<file path="src/rtl/video_signal_generator.sv">
// Free-running raster timing generator: pixel/line counters, sync and
// data-enable decodes, new-frame strobe and a modulo-FPS frame counter.
module video_signal_generator #(
  parameter int unsigned ACTIVE_H_PIXELS = 1280,
  parameter int unsigned H_FRONT_PORCH   = 110,
  parameter int unsigned H_SYNCH_WIDTH   = 40,
  parameter int unsigned H_BACK_PORCH    = 220,
  parameter int unsigned ACTIVE_LINES    = 720,
  parameter int unsigned V_FRONT_PORCH   = 5,
  parameter int unsigned V_SYNCH_WIDTH   = 5,
  parameter int unsigned V_BACK_PORCH    = 20,
  parameter int unsigned FPS             = 60,
  parameter int unsigned H_SYNC_POL      = 1,
  parameter int unsigned V_SYNC_POL      = 1,
  localparam int unsigned H_TOTAL = ACTIVE_H_PIXELS + H_FRONT_PORCH + H_SYNCH_WIDTH + H_BACK_PORCH,
  localparam int unsigned V_TOTAL = ACTIVE_LINES + V_FRONT_PORCH + V_SYNCH_WIDTH + V_BACK_PORCH,
  localparam int unsigned SX_W    = $clog2(H_TOTAL),
  localparam int unsigned SY_W    = $clog2(V_TOTAL),
  localparam int unsigned FC_W    = $clog2(FPS)
) (
  input  logic            i_clk_pxl,
  input  logic            i_reset_n,
  output logic [SX_W-1:0] o_sx,
  output logic [SY_W-1:0] o_sy,
  output logic            o_hsync,
  output logic            o_vsync,
  output logic            o_de,
  output logic            o_nf,
  output logic [FC_W-1:0] o_fc
);

  localparam int unsigned HS_START = ACTIVE_H_PIXELS + H_FRONT_PORCH;
  localparam int unsigned HS_END   = HS_START + H_SYNCH_WIDTH;
  localparam int unsigned VS_START = ACTIVE_LINES + V_FRONT_PORCH;
  localparam int unsigned VS_END   = VS_START + V_SYNCH_WIDTH;
  localparam logic        H_POL    = 1'(H_SYNC_POL);
  localparam logic        V_POL    = 1'(V_SYNC_POL);

  logic [SX_W-1:0] r_sx;
  logic [SY_W-1:0] r_sy;
  logic [FC_W-1:0] r_fc;
  logic            r_nf;

  logic        w_h_end;
  logic        w_v_end;
  logic        w_frame_end;
  logic        w_fc_end;
  logic [31:0] w_sx32;
  logic [31:0] w_sy32;
  logic        w_in_hs;
  logic        w_in_vs;

  assign w_h_end     = (r_sx == SX_W'(H_TOTAL - 1));
  assign w_v_end     = (r_sy == SY_W'(V_TOTAL - 1));
  assign w_frame_end = w_h_end && w_v_end;
  assign w_fc_end    = (r_fc == FC_W'(FPS - 1));

  // Horizontal position: wraps at end of line
  always_ff @(posedge i_clk_pxl or negedge i_reset_n) begin
    if (!i_reset_n) begin
      r_sx <= '0;
    end else if (w_h_end) begin
      r_sx <= '0;
    end else begin
      r_sx <= r_sx + SX_W'(1);
    end
  end

  // Vertical position: advances only on line wrap, wraps at end of frame
  always_ff @(posedge i_clk_pxl or negedge i_reset_n) begin
    if (!i_reset_n) begin
      r_sy <= '0;
    end else if (w_h_end) begin
      if (w_v_end) begin
        r_sy <= '0;
      end else begin
        r_sy <= r_sy + SY_W'(1);
      end
    end
  end

  // Frame counter and new-frame strobe, both updated on the frame wrap edge
  always_ff @(posedge i_clk_pxl or negedge i_reset_n) begin
    if (!i_reset_n) begin
      r_fc <= '0;
      r_nf <= 1'b0;
    end else begin
      r_nf <= w_frame_end;
      if (w_frame_end) begin
        r_fc <= w_fc_end ? '0 : r_fc + FC_W'(1);
      end
    end
  end

  // Zero-latency decodes of the registered position
  assign w_sx32  = 32'(r_sx);
  assign w_sy32  = 32'(r_sy);
  assign w_in_hs = (w_sx32 >= HS_START) && (w_sx32 < HS_END);
  assign w_in_vs = (w_sy32 >= VS_START) && (w_sy32 < VS_END);

  assign o_sx    = r_sx;
  assign o_sy    = r_sy;
  assign o_fc    = r_fc;
  assign o_nf    = r_nf;
  assign o_de    = (w_sx32 < ACTIVE_H_PIXELS) && (w_sy32 < ACTIVE_LINES);
  assign o_hsync = w_in_hs ? H_POL : ~H_POL;
  assign o_vsync = w_in_vs ? V_POL : ~V_POL;

endmodule

</file>
<file path="config.mk">
export PLATFORM = sky130hd
export DESIGN_NAME = video_signal_generator
export DESIGN_NICKNAME = d
export VERILOG_FILES = /design/src/rtl/video_signal_generator.sv
export SDC_FILE = /design/constraint.sdc
export NUM_CORES = 1
export LEC_CHECK = 0
export ABC_CLOCK_PERIOD_IN_PS = 4600
export CORE_MARGIN = 4
export CORE_UTILIZATION = 54
export DETAILED_ROUTE_END_ITERATION = 10
export PLACE_DENSITY = 0.9
export SLEW_MARGIN = 10
export SYNTH_ARGS = -nofsm -noshare
export SYNTH_HDL_FRONTEND = slang
export SYNTH_SLANG_ARGS = --single-unit
export TNS_END_PERCENT = 100
</file>
<file path="constraint.sdc">
create_clock -name i_clk_pxl -period 4.6 [get_ports i_clk_pxl]
set_clock_uncertainty 0.15 [all_clocks]
set_input_delay 1.38 -clock i_clk_pxl [delete_from_list [all_inputs] [get_ports i_clk_pxl]]
set_output_delay 1.38 -clock i_clk_pxl [all_outputs]
set_load 0.01 [all_outputs]
</file>
Yosys cells after proc, flatten, opt, wreduce, memory -nomap -nowiden
Index checks and enable logic that the tools add are counted.
{ "totals": {"reg_bits": 28, "in_bits": 2, "output_inout_bits": 31, "elab_cells": 25} }
{ "op_classes": {"addsub": 3, "order_cmp": 6, "eq_ne": 3, "mux": 5, "n_reduce_logical": 4} }
{ "ops": {"columns": ["cell", "count"], "rows": [
  ["11-bit less-than comparator (second input constant)", 2],
  ["10-bit less-than comparator (second input constant)", 2],
  ["11-bit by 1-bit adder with 11-bit output (second input constant)", 1],
  ["11-bit == test (second input constant)", 1],
  ["11-bit greater-or-equal comparator (second input constant)", 1],
  ["11-bit two-way mux", 1],
  ["10-bit by 1-bit adder with 10-bit output (second input constant)", 1],
  ["10-bit == test (second input constant)", 1],
  ["10-bit greater-or-equal comparator (second input constant)", 1],
  ["10-bit two-way mux", 1],
  ["6-bit by 1-bit adder with 6-bit output (second input constant)", 1],
  ["6-bit == test (second input constant)", 1],
  ["6-bit two-way mux", 1],
  ["1-bit logical AND", 4],
  ["1-bit two-way mux", 2]
]} }

Depth between registers and ports, before layout
{ "logic_depth": {"depth_word": 3, "depth_mapped": 7} }

Worst setup path after synthesis
Ideal clock, no wire load.
{ "synth_path": {"path_type": "register to output", "start": "register r_sy[0] (netlist: o_sy[0])", "end": "output o_vsync", "arrival_ps": 1376, "required_time_ps": 3070, "setup_slack_ps": 1694, "path_stages_with_launch": 6, "path_buffers": 0, "path_cell_list": "dfrtp_1 -> inv_1 -> ha_1 -> a21oi_1 -> a21oi_1 -> nor4bb_1"} }
{ "synth_between": {"elab_chain_len": 3, "word_cells_on_any_way": 4, "classes_between": "order compare (2); mux (1); reduce/logical (1)"} }
{ "synth_lines": {"columns": ["item", "line_no", "rtl"], "rows": [
  ["from (decl)", "40", "logic [SY_W-1:0] r_sy;"],
  ["from (signal assigned)", "77", "r_sy <= r_sy + SY_W'(1);"],
  ["10-bit greater-or-equal comparator / 10-bit less-than comparator (equally long branches)", "99", "assign w_in_vs = (w_sy32 >= VS_START) && (w_sy32 < VS_END);"],
  ["1-bit logical AND (*)", "99", null],
  ["1-bit two-way mux (*)", "107", "assign o_vsync = w_in_vs ? V_POL : ~V_POL;"],
  ["to (decl)", "26", "output logic o_vsync,"]
]} }
Mark *: on every way between the ends. The rest lies on a longest branch, timed or not.

Worst setup path after layout
Same ends and word-level chain as after synthesis.

==> impl_metrics.toml <==
[status]
run_status = "complete, no violations"

[power]
p_int_uw = 335.8
comb_power_share = 0.014
p_sw_frac = 0.1898
finalPower_uw = 414.4
irDropWorstVdd_mv = 0.1563
power_leakage_uw = 0.0008087
power_density_nw_per_um2 = 208.0
p_switching_uw = 78.65
clkPwrFrac = 0.392
seqPwrFrac = 0.594

[run]
max_cap_viol_count = 0

[detailed_routing]
drc = 0
viasPerCell = 6.122
wl_met2_mm = 1.879
routedWlPerCell_um = 15.91
wirelength_mm = 3.644
met3_length_um = 209
initialDrtViolationCount = 98
first_pass_iters = 4
routed-via-count = 1402
drt-met1-wl_mm = 1.481
antenna_left = 0
routed.top_layer = "met4"

[cells_and_area]
finalNetCount = 208
final_layout_size_suffix_gt1_frac = 0.06061
stdcell_area_um2 = 1992
regArea_um2 = 700.7
antennaDiodeCount = 0
area_growth_pct = 24.18
nFillCells = 224
multi_input_area_um2 = 830.8

[clocking]
post_cts_buffers = 0
clockRootBuffer = "clkbuf_4"
h-tree-depth = 1
clock-sinks = 28
cts_buffers = 3
cts_hold_buf = 0
cts_tree = "yes"
clk_latency_ns = 0.34
path_clk_slew_ns = 0.15
cts_resized = 0
clockBufferDepth = 2

[timing]
layout_min_cycle_time_ns = 3.789
hold_viol = 0
max_freq_ghz = 0.2639
worst_pin_slew_ns = 1.044
setup_viol = 0
rsz0062_at_grt = "no"
tns_ns = 0
slew_viol_final = 0
post-route-period-util = 0.8237
max_slew_margin = 0.3005

[global_route]
grt_antenna_before_repair = 0
grt_start_max_net_pins = 29
grt_pass1_vias = 1418
gr-total-overflow = 0
grt_pass1_wl_mm = 6.375
grtUsageTotal = 0.2011

[setup_path]
slowest_stage = "clkdlybuf4s50_1"
crit_type = "register to output port"
critPathTopFamily = "buffers and inverters"
crit_buf_inv = 2
required_ns = 3.07
slowest_delay_ns = 0.59
end_kind = "output port"
start_kind = "register"
cp_common_cell = "a21oi_1"
worstPathArrival_ns = 2.26
worstPathCellList = "inv_1 > ha_1 > a21oi_1 > a21oi_1 > nor4bb_1 > clkdlybuf4s50_1"
crit_fanout = 9

[placed_design]
place_area_um2 = 1939
dp_hpwl_mm = 2.669
gp_congestion = 0.8822
port_buffers = 32

[floorplanning]
die_area_um2 = 3906
die_w_um = 62.50
ios = 33
initial_core_util = 0.5718
die_height_um = 62.50
rows = 19
core-area_um2 = 2805

[synth]
async_flop_share = 1.000
netlist_area_um2 = 1604
ys_seq_area_frac = 0.4368
synth_cells = 166
synth_top_area_frac = 0.4368
synth_top_cell_by_area = "dfrtp_1"
synth_edf_count = 0
yosysWarnings = 0
yosysMostFrequentCell = "dfrtp_1"
ys_ff_latch = 28
synth_area_leaders = "dfrtp_1 (44%), ha_1 (5.5%), xnor2_1 (3.3%)"
post_synth_num_cell_types = 42
syn_nets = 175
postSynthAreaPerCell_um2 = 9.663
synth_flop_cell = "dfrtp_1"
synthTopCellsByCount = "dfrtp_1 (28), nor2_1 (12), inv_1 (11)"

[hold_path]
min_path_type = "register to register"
[metal layers]
layer | GRT usage | vias up
li1 | - | 662
met1 | 0.2304 | 672
met2 | 0.3555 | 59
met3 | 0.04856 | 9
met4 | 0.08540 | 0
met5 | 0 | -
[final cells by class]
| class | instances | area share |
|---|---|---|
| clock buffer | 3 | 0.01131 |
| clock inverter | 1 | 0.01508 |
| inverter | 11 | 0.02073 |
| multi-input combinational | 122 | 0.4171 |
| sequential | 28 | 0.3518 |
| tap | 31 | 0.01947 |
| timing repair buffer | 33 | 0.1646 |
[final timing paths]
path / cells after the start / from / endpoint / slack, ns
worst max register to register: 6 / o_sx[1] / o_fc[2] / 2.01
min in group asynchronous: 2 / i_reset_n / o_sy[3] / 1.24
worst min register to register: 1 / o_fc[4] / o_fc[4] / 0.42
worst max-delay path: 6 / o_sy[0] / o_vsync / 0.81
max in group asynchronous: 2 / i_reset_n / o_sy[5] / 2.79
worst min-delay path: 1 / o_fc[4] / o_fc[4] / 0.42
[through the flow]
step | worst slack, ns | utilization | std cells | hold WS, ns
2_1_floorplan | 1.694 | - | 166 | 0.3960
3_3_place_gp | 1.355 | 0.6913 | 225 | 0.3638
3_5_place_dp | 1.205 | 0.6913 | 225 | 0.3872
4_1_cts | 0.8056 | 0.7101 | 229 | 0.4059
5_1_grt | 0.6684 | 0.7101 | 229 | 0.4578
6_report | 0.8112 | 0.7101 | 229 | 0.4240
[state kept, by name, summed over array words and instances (netlist names)]
register  cells
o_sx         11
o_nf          1
o_fc          6
o_sy         10
[logic make-up (layout without fill, tap and decap cells)]
kind of cell	count (synthesis)	after routing	share of synthesized area
simple gates	68	68	0.2527
compound gates	35	35	0.1396
flops	28	28	0.4368
buf+inv	16	48	0.04524
xor+xnor	8	8	0.04368
fa+ha+maj	7	7	0.05460
mux	4	4	0.02730
[power by group through the flow]
stage,registers (uW),logic (uW),clock network (uW)
finish,246,5.90,162
global route,246,7.26,178
CTS,246,6.41,165
detailed placement,251,6.42,0
global placement,251,6.22,0
floorplan,251,0.000304,0
[placed cells by master (no fill, tap or decap), types with 4 or more instances in the layout]
cell type | synthesis | layout
ha_1 | 7 | 7
nand3_1 | 10 | 10
xnor2_1 | 6 | 6
o21ai_0 | 10 | 10
inv_1 | 11 | 11
clkdlybuf4s50_1 | 0 | 32
nand2b_1 | 4 | 4
nand2_1 | 9 | 9
nor2_1 | 12 | 12
dfrtp_1 | 28 | 28
nor2b_1 | 4 | 4
o211ai_1 | 4 | 4
nor3_1 | 4 | 4
nand4_1 | 4 | 4
a21oi_1 | 10 | 10
and3_1 | 5 | 5
Power figures use the tool's default switching activity.
